$ cat config.mk
export PLATFORM = sky130hd
export DESIGN_NAME = if_stage_ctrl
export DESIGN_NICKNAME = d
export VERILOG_FILES = /design/src/rtl/if_pkg.sv /design/src/rtl/if_skid_buf.sv /design/src/rtl/if_stage_ctrl.sv
export SDC_FILE = /design/constraint.sdc
export NUM_CORES = 1
export LEC_CHECK = 0
export CAP_MARGIN = 20
export CORE_ASPECT_RATIO = 1.1
export CORE_UTILIZATION = 53
export DETAILED_ROUTE_END_ITERATION = 7
export HOLD_SLACK_MARGIN = 0.05
export PLACE_DENSITY_LB_ADDON = 0.15
export SYNTH_ARGS = -nofsm -noshare
export SYNTH_HDL_FRONTEND = slang
export SYNTH_SLANG_ARGS = --single-unit
$ cat constraint.sdc
create_clock -name clk_i -period 2.6 [get_ports clk_i]
set_input_delay 0.78 -clock clk_i [delete_from_list [all_inputs] [get_ports clk_i]]
set_output_delay 0.78 -clock clk_i [all_outputs]
set_load 0.005 [all_outputs]
$ cat src/rtl/if_pkg.sv
// rtl/if_pkg.sv - shared types and constants for the fetch stage
package if_pkg;

  typedef enum logic [1:0] {
    BOOT    = 2'd0,
    FETCH   = 2'd1,
    HELD    = 2'd2,
    DISCARD = 2'd3
  } if_state_e;

  localparam int NOP_INSTR = 0;
  localparam int PC_INC    = 4;

endpackage

$ cat src/rtl/if_skid_buf.sv
// rtl/if_skid_buf.sv - single-entry holding register for an instruction returned during a stall
module if_skid_buf #(
  parameter int W = 32
) (
  input  logic         clk,
  input  logic         rst_n,
  input  logic         load,
  input  logic         clear,
  input  logic [W-1:0] load_data,
  output logic [W-1:0] data,
  output logic         valid
);

  always_ff @(posedge clk or negedge rst_n) begin
    if (!rst_n) begin
      data  <= '0;
      valid <= 1'b0;
    end else if (clear) begin
      data  <= '0;
      valid <= 1'b0;
    end else if (load) begin
      data  <= load_data;
      valid <= 1'b1;
    end
  end

endmodule

$ cat src/rtl/if_stage_ctrl.sv
// rtl/if_stage_ctrl.sv - fetch controller: PC, IF/ID register, imem handshake, stall/flush response
module if_stage_ctrl
  import if_pkg::*;
#(
  parameter int                ADDR_W   = 32,
  parameter int                INSTR_W  = 32,
  parameter logic [ADDR_W-1:0] RESET_PC = '0,
  parameter int                CNT_W    = 16
) (
  input  logic               clk_i,
  input  logic               rst_n,
  input  logic               stall_i,
  input  logic               flush_i,
  input  logic [ADDR_W-1:0]  branch_target_i,
  output logic               imem_req_o,
  output logic [ADDR_W-1:0]  imem_addr_o,
  input  logic               imem_ack_i,
  input  logic [INSTR_W-1:0] imem_data_i,
  output logic [ADDR_W-1:0]  if_id_pc_o,
  output logic [INSTR_W-1:0] if_id_instr_o,
  output logic               if_id_valid_o,
  output logic               bubble_o,
  output logic [CNT_W-1:0]   stall_cnt_o
);

  localparam logic [INSTR_W-1:0] NOP = INSTR_W'(NOP_INSTR);

  if_state_e          state;
  logic [ADDR_W-1:0]  pc;
  logic [ADDR_W-1:0]  pc_next_seq;
  logic [ADDR_W-1:0]  target;
  logic               flush_ok;
  logic               skid_load;
  logic               skid_clear;
  logic               skid_valid;
  logic [INSTR_W-1:0] skid_data;

  assign target      = branch_target_i & ~ADDR_W'(3);
  assign pc_next_seq = pc + ADDR_W'(PC_INC);
  assign flush_ok    = flush_i & ~stall_i;
  assign skid_load   = (state == FETCH) & imem_ack_i & stall_i;
  assign skid_clear  = (state == HELD) & ~stall_i;
  assign bubble_o    = stall_i & if_id_valid_o;

  if_skid_buf #(.W(INSTR_W)) u_skid (
    .clk       (clk_i),
    .rst_n     (rst_n),
    .load      (skid_load),
    .clear     (skid_clear),
    .load_data (imem_data_i),
    .data      (skid_data),
    .valid     (skid_valid)
  );

  // imem_addr_o is its own register so a DISCARD transaction keeps its stale address
  // while pc already points at the branch target.
  always_ff @(posedge clk_i or negedge rst_n) begin
    if (!rst_n) begin
      state         <= BOOT;
      pc            <= RESET_PC;
      imem_addr_o   <= RESET_PC;
      imem_req_o    <= 1'b0;
      if_id_pc_o    <= '0;
      if_id_instr_o <= NOP;
      if_id_valid_o <= 1'b0;
    end else begin
      case (state)
        BOOT: begin
          state       <= FETCH;
          imem_req_o  <= 1'b1;
          imem_addr_o <= pc;
        end
        FETCH: begin
          if (stall_i) begin
            if (imem_ack_i) begin
              state      <= HELD;
              imem_req_o <= 1'b0;
            end
          end else if (flush_i) begin
            pc            <= target;
            if_id_valid_o <= 1'b0;
            if_id_instr_o <= NOP;
            if (imem_ack_i) imem_addr_o <= target;
            else            state       <= DISCARD;
          end else if (imem_ack_i) begin
            if_id_pc_o    <= pc;
            if_id_instr_o <= imem_data_i;
            if_id_valid_o <= 1'b1;
            pc            <= pc_next_seq;
            imem_addr_o   <= pc_next_seq;
          end else begin
            if_id_valid_o <= 1'b0;
            if_id_instr_o <= NOP;
          end
        end
        HELD: begin
          if (!stall_i) begin
            state      <= FETCH;
            imem_req_o <= 1'b1;
            if (flush_i) begin
              pc            <= target;
              imem_addr_o   <= target;
              if_id_valid_o <= 1'b0;
              if_id_instr_o <= NOP;
            end else begin
              if_id_pc_o    <= pc;
              if_id_instr_o <= skid_data;
              if_id_valid_o <= skid_valid;
              pc            <= pc_next_seq;
              imem_addr_o   <= pc_next_seq;
            end
          end
        end
        DISCARD: begin
          // The closing ack is always consumed; only a non-stalled flush retargets pc.
          if (flush_ok) pc <= target;
          if (imem_ack_i) begin
            state       <= FETCH;
            imem_addr_o <= flush_ok ? target : pc;
          end
        end
        default: state <= BOOT;
      endcase
    end
  end

  always_ff @(posedge clk_i or negedge rst_n) begin
    if (!rst_n) begin
      stall_cnt_o <= '0;
    end else if (stall_i && (stall_cnt_o != '1)) begin
      stall_cnt_o <= stall_cnt_o + CNT_W'(1);
    end
  end

endmodule

Word level (Yosys, flattened, before mapping)
Index checks and enable logic that the tools add are counted.
W data, S select, Z words.
{"block": "classes", "add_sub_neg": 2, "eq_ne": 15, "n_mux": 45, "bitwise": 6, "n_reduce_logical": 12}
{"cell": "$mux W32", "n": 22}
{"cell": "$pmux W32 S2", "n": 2}
{"cell": "$pmux W32 S4", "n": 1}
{"cell": "$pmux W32 S3", "n": 1}
{"cell": "$add A32 B3 Y32 const B", "n": 1}
{"cell": "$add A16 B1 Y16 const B", "n": 1}
{"cell": "$ne A16 B16 Y1 const B", "n": 1}
{"cell": "$ne A2 B2 Y1 const B", "n": 7}
{"cell": "$mux W2", "n": 6}
{"cell": "$ne A3 B3 Y1 const B", "n": 4}
{"cell": "$reduce_and A4 Y1", "n": 3}
{"cell": "$mux W1", "n": 10}
{"cell": "$pmux W2 S4", "n": 1}
{"cell": "$reduce_and A6 Y1", "n": 1}
{"cell": "$reduce_bool A3 Y1", "n": 2}
{"cell": "$and A1 B1 Y1", "n": 5}
{"cell": "$reduce_and A5 Y1", "n": 1}
{"cell": "$eq A2 B2 Y1 const B", "n": 2}
{"cell": "$reduce_bool A2 Y1", "n": 2}
{"cell": "$pmux W1 S3", "n": 1}
{"cell": "$reduce_and A3 Y1", "n": 1}
{"cell": "$eq A2 B1 Y1 const B", "n": 1}
{"cell": "$logic_not A2 Y1", "n": 1}
{"cell": "$pmux W1 S2", "n": 1}
{"cell": "2 further kinds", "n": 2}
{"block": "word_totals", "register_bits": 181, "in_bits": 69, "output_inout_bits": 115}

Logic depth before layout (Yosys ltp)
{"block": "depth", "word_depth": 5, "depth_mapped": 9, "mapped_depth_nobuf": 7}

Hierarchy
Synthesis repeated with hierarchy kept, for this count alone.
{"block": "unflattened", "cells_unflattened": 1064, "area_unflattened_um2": 9885.7}
{"mod": "if_stage_ctrl", "instances": 1, "cells_each": 957, "area_per_inst_um2": 8523.2, "seq_area_each_um2": 3703.6}
{"mod": "if_skid_buf", "instances": 1, "cells_each": 107, "area_per_inst_um2": 1362.6, "seq_area_each_um2": 825.8}

Worst setup path after synthesis
Ideal clock, no wire load.
{"block": "synth_timing", "kind": "input to register", "startpoint": "in flush_i", "endpoint": "reg imem_addr_o[31]", "setup_ns": 0.118, "arrival_ns": 2.042, "required_ns": 2.482, "path_slack_ns": 0.440, "path_stages": 7, "path_buffers": 3, "path_cell_list": "clkbuf_1 -> clkbuf_1 -> clkbuf_1 -> nor2_1 -> a32oi_1 -> o22ai_1 -> a21o_1"}
{"block": "synth_via", "elab_chain_len": 4, "elab_cells_between_ends": 8, "cone_classes": "7 x mux; 1 x bitwise"}
{"element": "start: declaration", "line": "if_stage_ctrl.sv:13", "source": "input logic flush_i,"}
{"element": "$and A1 B1 Y1", "line": "if_stage_ctrl.sv:40", "source": "assign flush_ok = flush_i & ~stall_i;"}
{"element": "$mux W32"}
{"element": "$mux W32", "line": "if_stage_ctrl.sv:117", "source": "if (imem_ack_i) begin"}
{"element": "$pmux W32 S4 *", "line": "if_stage_ctrl.sv:67", "source": "case (state)"}
{"element": "end signal: assignment", "line": "if_stage_ctrl.sv:71", "source": "imem_addr_o <= pc;"}
{"element": "end signal: assignment", "line": "if_stage_ctrl.sv:83", "source": "if (imem_ack_i) imem_addr_o <= target;"}
{"element": "end signal: assignment", "line": "if_stage_ctrl.sv:119", "source": "imem_addr_o <= flush_ok ? target : pc;"}
{"element": "end: declaration", "line": "if_stage_ctrl.sv:16", "source": "output logic [ADDR_W-1:0] imem_addr_o,"}
Mark *: on every way between the ends. The rest lies on a longest branch, timed or not. The select of a mux whose other input is x is not followed.
A chain may end at the register's enable or synchronous reset.

Worst setup path after layout
{"block": "layout_timing", "startpoint": "in stall_i", "endpoint": "out bubble_o"}
{"block": "layout_via", "elab_chain_len": 1}
{"element": "start: declaration", "line": "if_stage_ctrl.sv:12", "source": "input logic stall_i,"}
{"element": "$and A1 B1 Y1", "line": "if_stage_ctrl.sv:43", "source": "assign bubble_o = stall_i & if_id_valid_o;"}
{"element": "end: declaration", "line": "if_stage_ctrl.sv:22", "source": "output logic bubble_o,"}
No other way between the ends.

==> impl_metrics.csv <==
group,metric,value,unit
sta,slew_headroom,61.6,%
place,dpl.hpwl,20200,µm
worst_setup_path,crit_family,"buffers and inverters",
synth,syn_inst,1111,
synth,yosys_most_used_dff,"dfrtp_1",
sta,timing.final.crit_period,2510,ps
synth,yosys-top-cells-count,"nand2_1 (182), dfrtp_1 (181), o21ai_0 (96)",
synth,syn_area,0.00996,mm²
sta,hold_viol,0,
floorplanning,die_h,146,µm
power,combPwrFrac,52.0,%
cts,path_clk_slew,70,ps
synth,yosys.area.top_type,"dfrtp_1",
layout,stdcell_count,1566,
grt,antenna_found_initial,0,
cts,worst_skew_pair.late_latency,430,ps
synth,synth-edff-count,0,
power,p_per_area,1230,mW/mm²
synth,syn_nets,1187,
floorplanning,die_area,0.0193,mm²
synth,post-synth-top-count-cell,"nand2_1",
synth,synthDominantCellAreaShare,45.5,%
worst_setup_path,cp.required,1820,ps
floorplanning,core,0.0184,mm²
sta,post-route-period-util,96.5,%
grt,grt_pass1_wl,47600,µm
floorplanning,dieWidth,133,µm
synth,syn_area_per_cell,8.97,µm²
place,dpl_worst_slack,-213,ps
run_status,status,"completed",
power,intPower,9.75,mW
layout,filler_cell_count,1452,
worst_setup_path,cp_num_buf_inv,2,
worst_setup_path,path_class,"input pin to output pin",
cts,post-cts-setup-buffers,0,
floorplanning,initial_core_util,54.1,%
cts,clock_sinks,181,
sta,rsz0062_at_grt,"no",
cts,cts_root_buf,"clkbuf_16",
drt,drt-total-wl,29200,µm
floorplanning,ios,184,
cts,cts_tree,"built",
place,io_buffer_count,181,
synth,synthDistinctLibCells,74,
cts,numCtsBuffers,17,
job,max-cap-violations,0,
synth,synth.area.top_cells,"dfrtp_1 (45%), nand2_1 (6.9%), o21ai_0 (4.8%)",
place,globalplace.congestion,0.933,
grt,track_usage,31.0,%
floorplanning,num_rows,52,
power,power_leakage,5.62,nW
layout,drive_above_1_share,15.0,%
power,clkPwrFrac,16.2,%
layout,areaGrowthSynthToFinish,32.7,%
synth,synth_seq_area_share,45.5,%
worst_setup_path,critPathSlowestCell,"clkdlybuf4s50_1",
drt,firstDrtPassIters,6,
drt,post_drt_wl_per_cell,18.7,µm
synth,ys_ff_latch,181,
worst_setup_path,cp_max_fo,4,
drt,drt_iter0_drc,728,
worst_setup_path,crit_path_cell_trace,"dlygate4sd2_1 -> and2_1 -> clkdlybuf4s50_1",
drt,drc,0,
power,power_frac_seq,31.8,%
sta,hold_ws,326,ps
sta,fin_skew,9.19,ps
worst_setup_path,max_stage_delay,500,ps
worst_setup_path,worst_ep_arrival_time,1730,ps
synth,async_reset_ff_share,100,%
cts,cts_max_level,4,
power,swShare,40.1,%
power,p_sw,6.53,mW
worst_setup_path,startpoint_type,"input pin",
layout,n_antenna_cell,0,
sta,finalMaxSlewViolations,0,
sta,finalSetupViolations,0,
sta,fin_setup_tns,0,ps
grt,grt_pass1_vias,9140,
power,irDropWorstVdd,689,µV
drt,ant_nets,0,
grt,overflow,0,
layout,nets,1386,
sta,fin_ws,90.9,ps
drt,vias,9482,
sta,tightest_slew,575,ps
sta,max_freq,0.399,GHz
grt,grt_max_degree,76,
drt,routed_via_density,6.05,
place,dp_cells,1534,
cts,cts_max_path_buffers,2,
layout,fin_util,71.8,%
worst_setup_path,end_kind,"output pin",
hold_path,min_path_type,"input pin to asynchronous set/reset pin",
synth,yosys_warnings,0,
## area by class of cell
type | count | area (µm²) | share of cell area (%)
Clock buffer | 17 | 425 | 3.22
Clock inverter | 15 | 194 | 1.47
Inverter | 16 | 60.1 | 0.454
Multi-Input combinational cell | 806 | 4940 | 37.4
Sequential cell | 181 | 4530 | 34.3
Tap cell | 243 | 304 | 2.30
Timing Repair Buffer | 288 | 2760 | 20.9
## layout by cell type, fill, tap and decap left out, types with 5 or more instances in the layout
cell type        synthesis  routed
a211oi_1                 8       8
a21oi_1                 46      46
a22o_1                  12      12
a22oi_1                 45      45
a31oi_1                 10      10
and2_1                   6       7
and3_1                  14      14
and4_1                   7       7
buf_12                   0      12
buf_4                    5      95
clkbuf_16                0      17
clkdlybuf4s50_1          0     178
clkinv_8                 0       5
dfrtp_1                181     181
ha_1                     7       7
inv_1                   14      14
mux2_2                  37      37
mux2i_1                  8       8
nand2_1                182     182
nand2b_1                15      15
nand3_1                 56      56
nand4_1                 11      11
nor2_1                  50      50
nor2b_1                 13      11
nor3_1                  24      23
nor4_1                  13      13
o211ai_1                 6       6
o21a_1                   5       5
o21ai_0                 96      95
o221a_2                  5       5
o221ai_1                 6       6
o31ai_1                 13      13
or3_1                    9       9
xnor2_1                 20      20
xor2_1                   6       6
## through the flow
step | cell area (µm²) | power [mW]
6_report | 13200 | 16.3
5_1_grt | 13200 | 17.3
4_1_cts | 13200 | 16.2
3_5_place_dp | 12600 | 13.5
3_3_place_gp | 12600 | 13.3
2_1_floorplan | 9960 | 9.50
## path summary, 6_finish.rpt
path                                         from           endpoint  slack [ps]  cells after the start
worst max-delay path                      stall_i           bubble_o          90                      3
worst min-delay path                        rst_n     if_id_pc_o[12]         330                      1
worst max register to register              pc[5]             pc[31]         310                      6
worst min register to register  if_id_instr_o[11]  if_id_instr_o[11]         480                      2
max in group asynchronous                   rst_n    u_skid.data[21]        1570                      2
min in group clk_i              if_id_instr_o[11]  if_id_instr_o[11]         480                      2
## power by group through the flow
stage / sequential, mW / clock (mW) / combinational (mW)
finish: 5.18 / 2.64 / 8.46
global route: 5.36 / 2.77 / 9.19
CTS: 5.17 / 2.67 / 8.40
detailed placement: 5.20 / 0 / 8.34
global placement: 5.16 / 0 / 8.17
floorplan: 4.81 / 0 / 4.69
## state kept, by name, summed over array words and instances (netlist names), 2 cells and up
name / cells
state: 2
if_id_pc_o: 32
if_id_instr_o: 32
pc: 32
imem_addr_o: 32
u_skid.data: 32
stall_cnt_o: 16
## timing repair
item | in CTS | in global routing
resized for setup | 1 | 0
hold endpoints to repair | 0 | 0
endpoints found under the setup margin | 1 | 0
hold buffers | 0 | 0
## per-layer routing
metal / GRT usage [%] / share of wire (%) / up-vias
met1: 40.1 / 40 / 4527
li1: - / - / 4411
met3: 7.04 / 8.2 / 84
met2: 49.6 / 48 / 460
met5: 0 / 0 / -
met4: 14.3 / 3.7 / 0
## cells by family (layout without fill, tap and decap cells)
| family | Yosys count | count (layout) | share of synthesized area [%] |
|---|---|---|---|
| mux | 48 | 48 | 5.33 |
| fa+ha+maj | 7 | 7 | 0.879 |
| simple gates | 417 | 417 | 20.4 |
| buf+inv | 124 | 336 | 5.19 |
| flops | 181 | 181 | 45.5 |
| compound gates | 308 | 308 | 20.5 |
| xor+xnor | 26 | 26 | 2.29 |
Power figures use the tool's default switching activity.
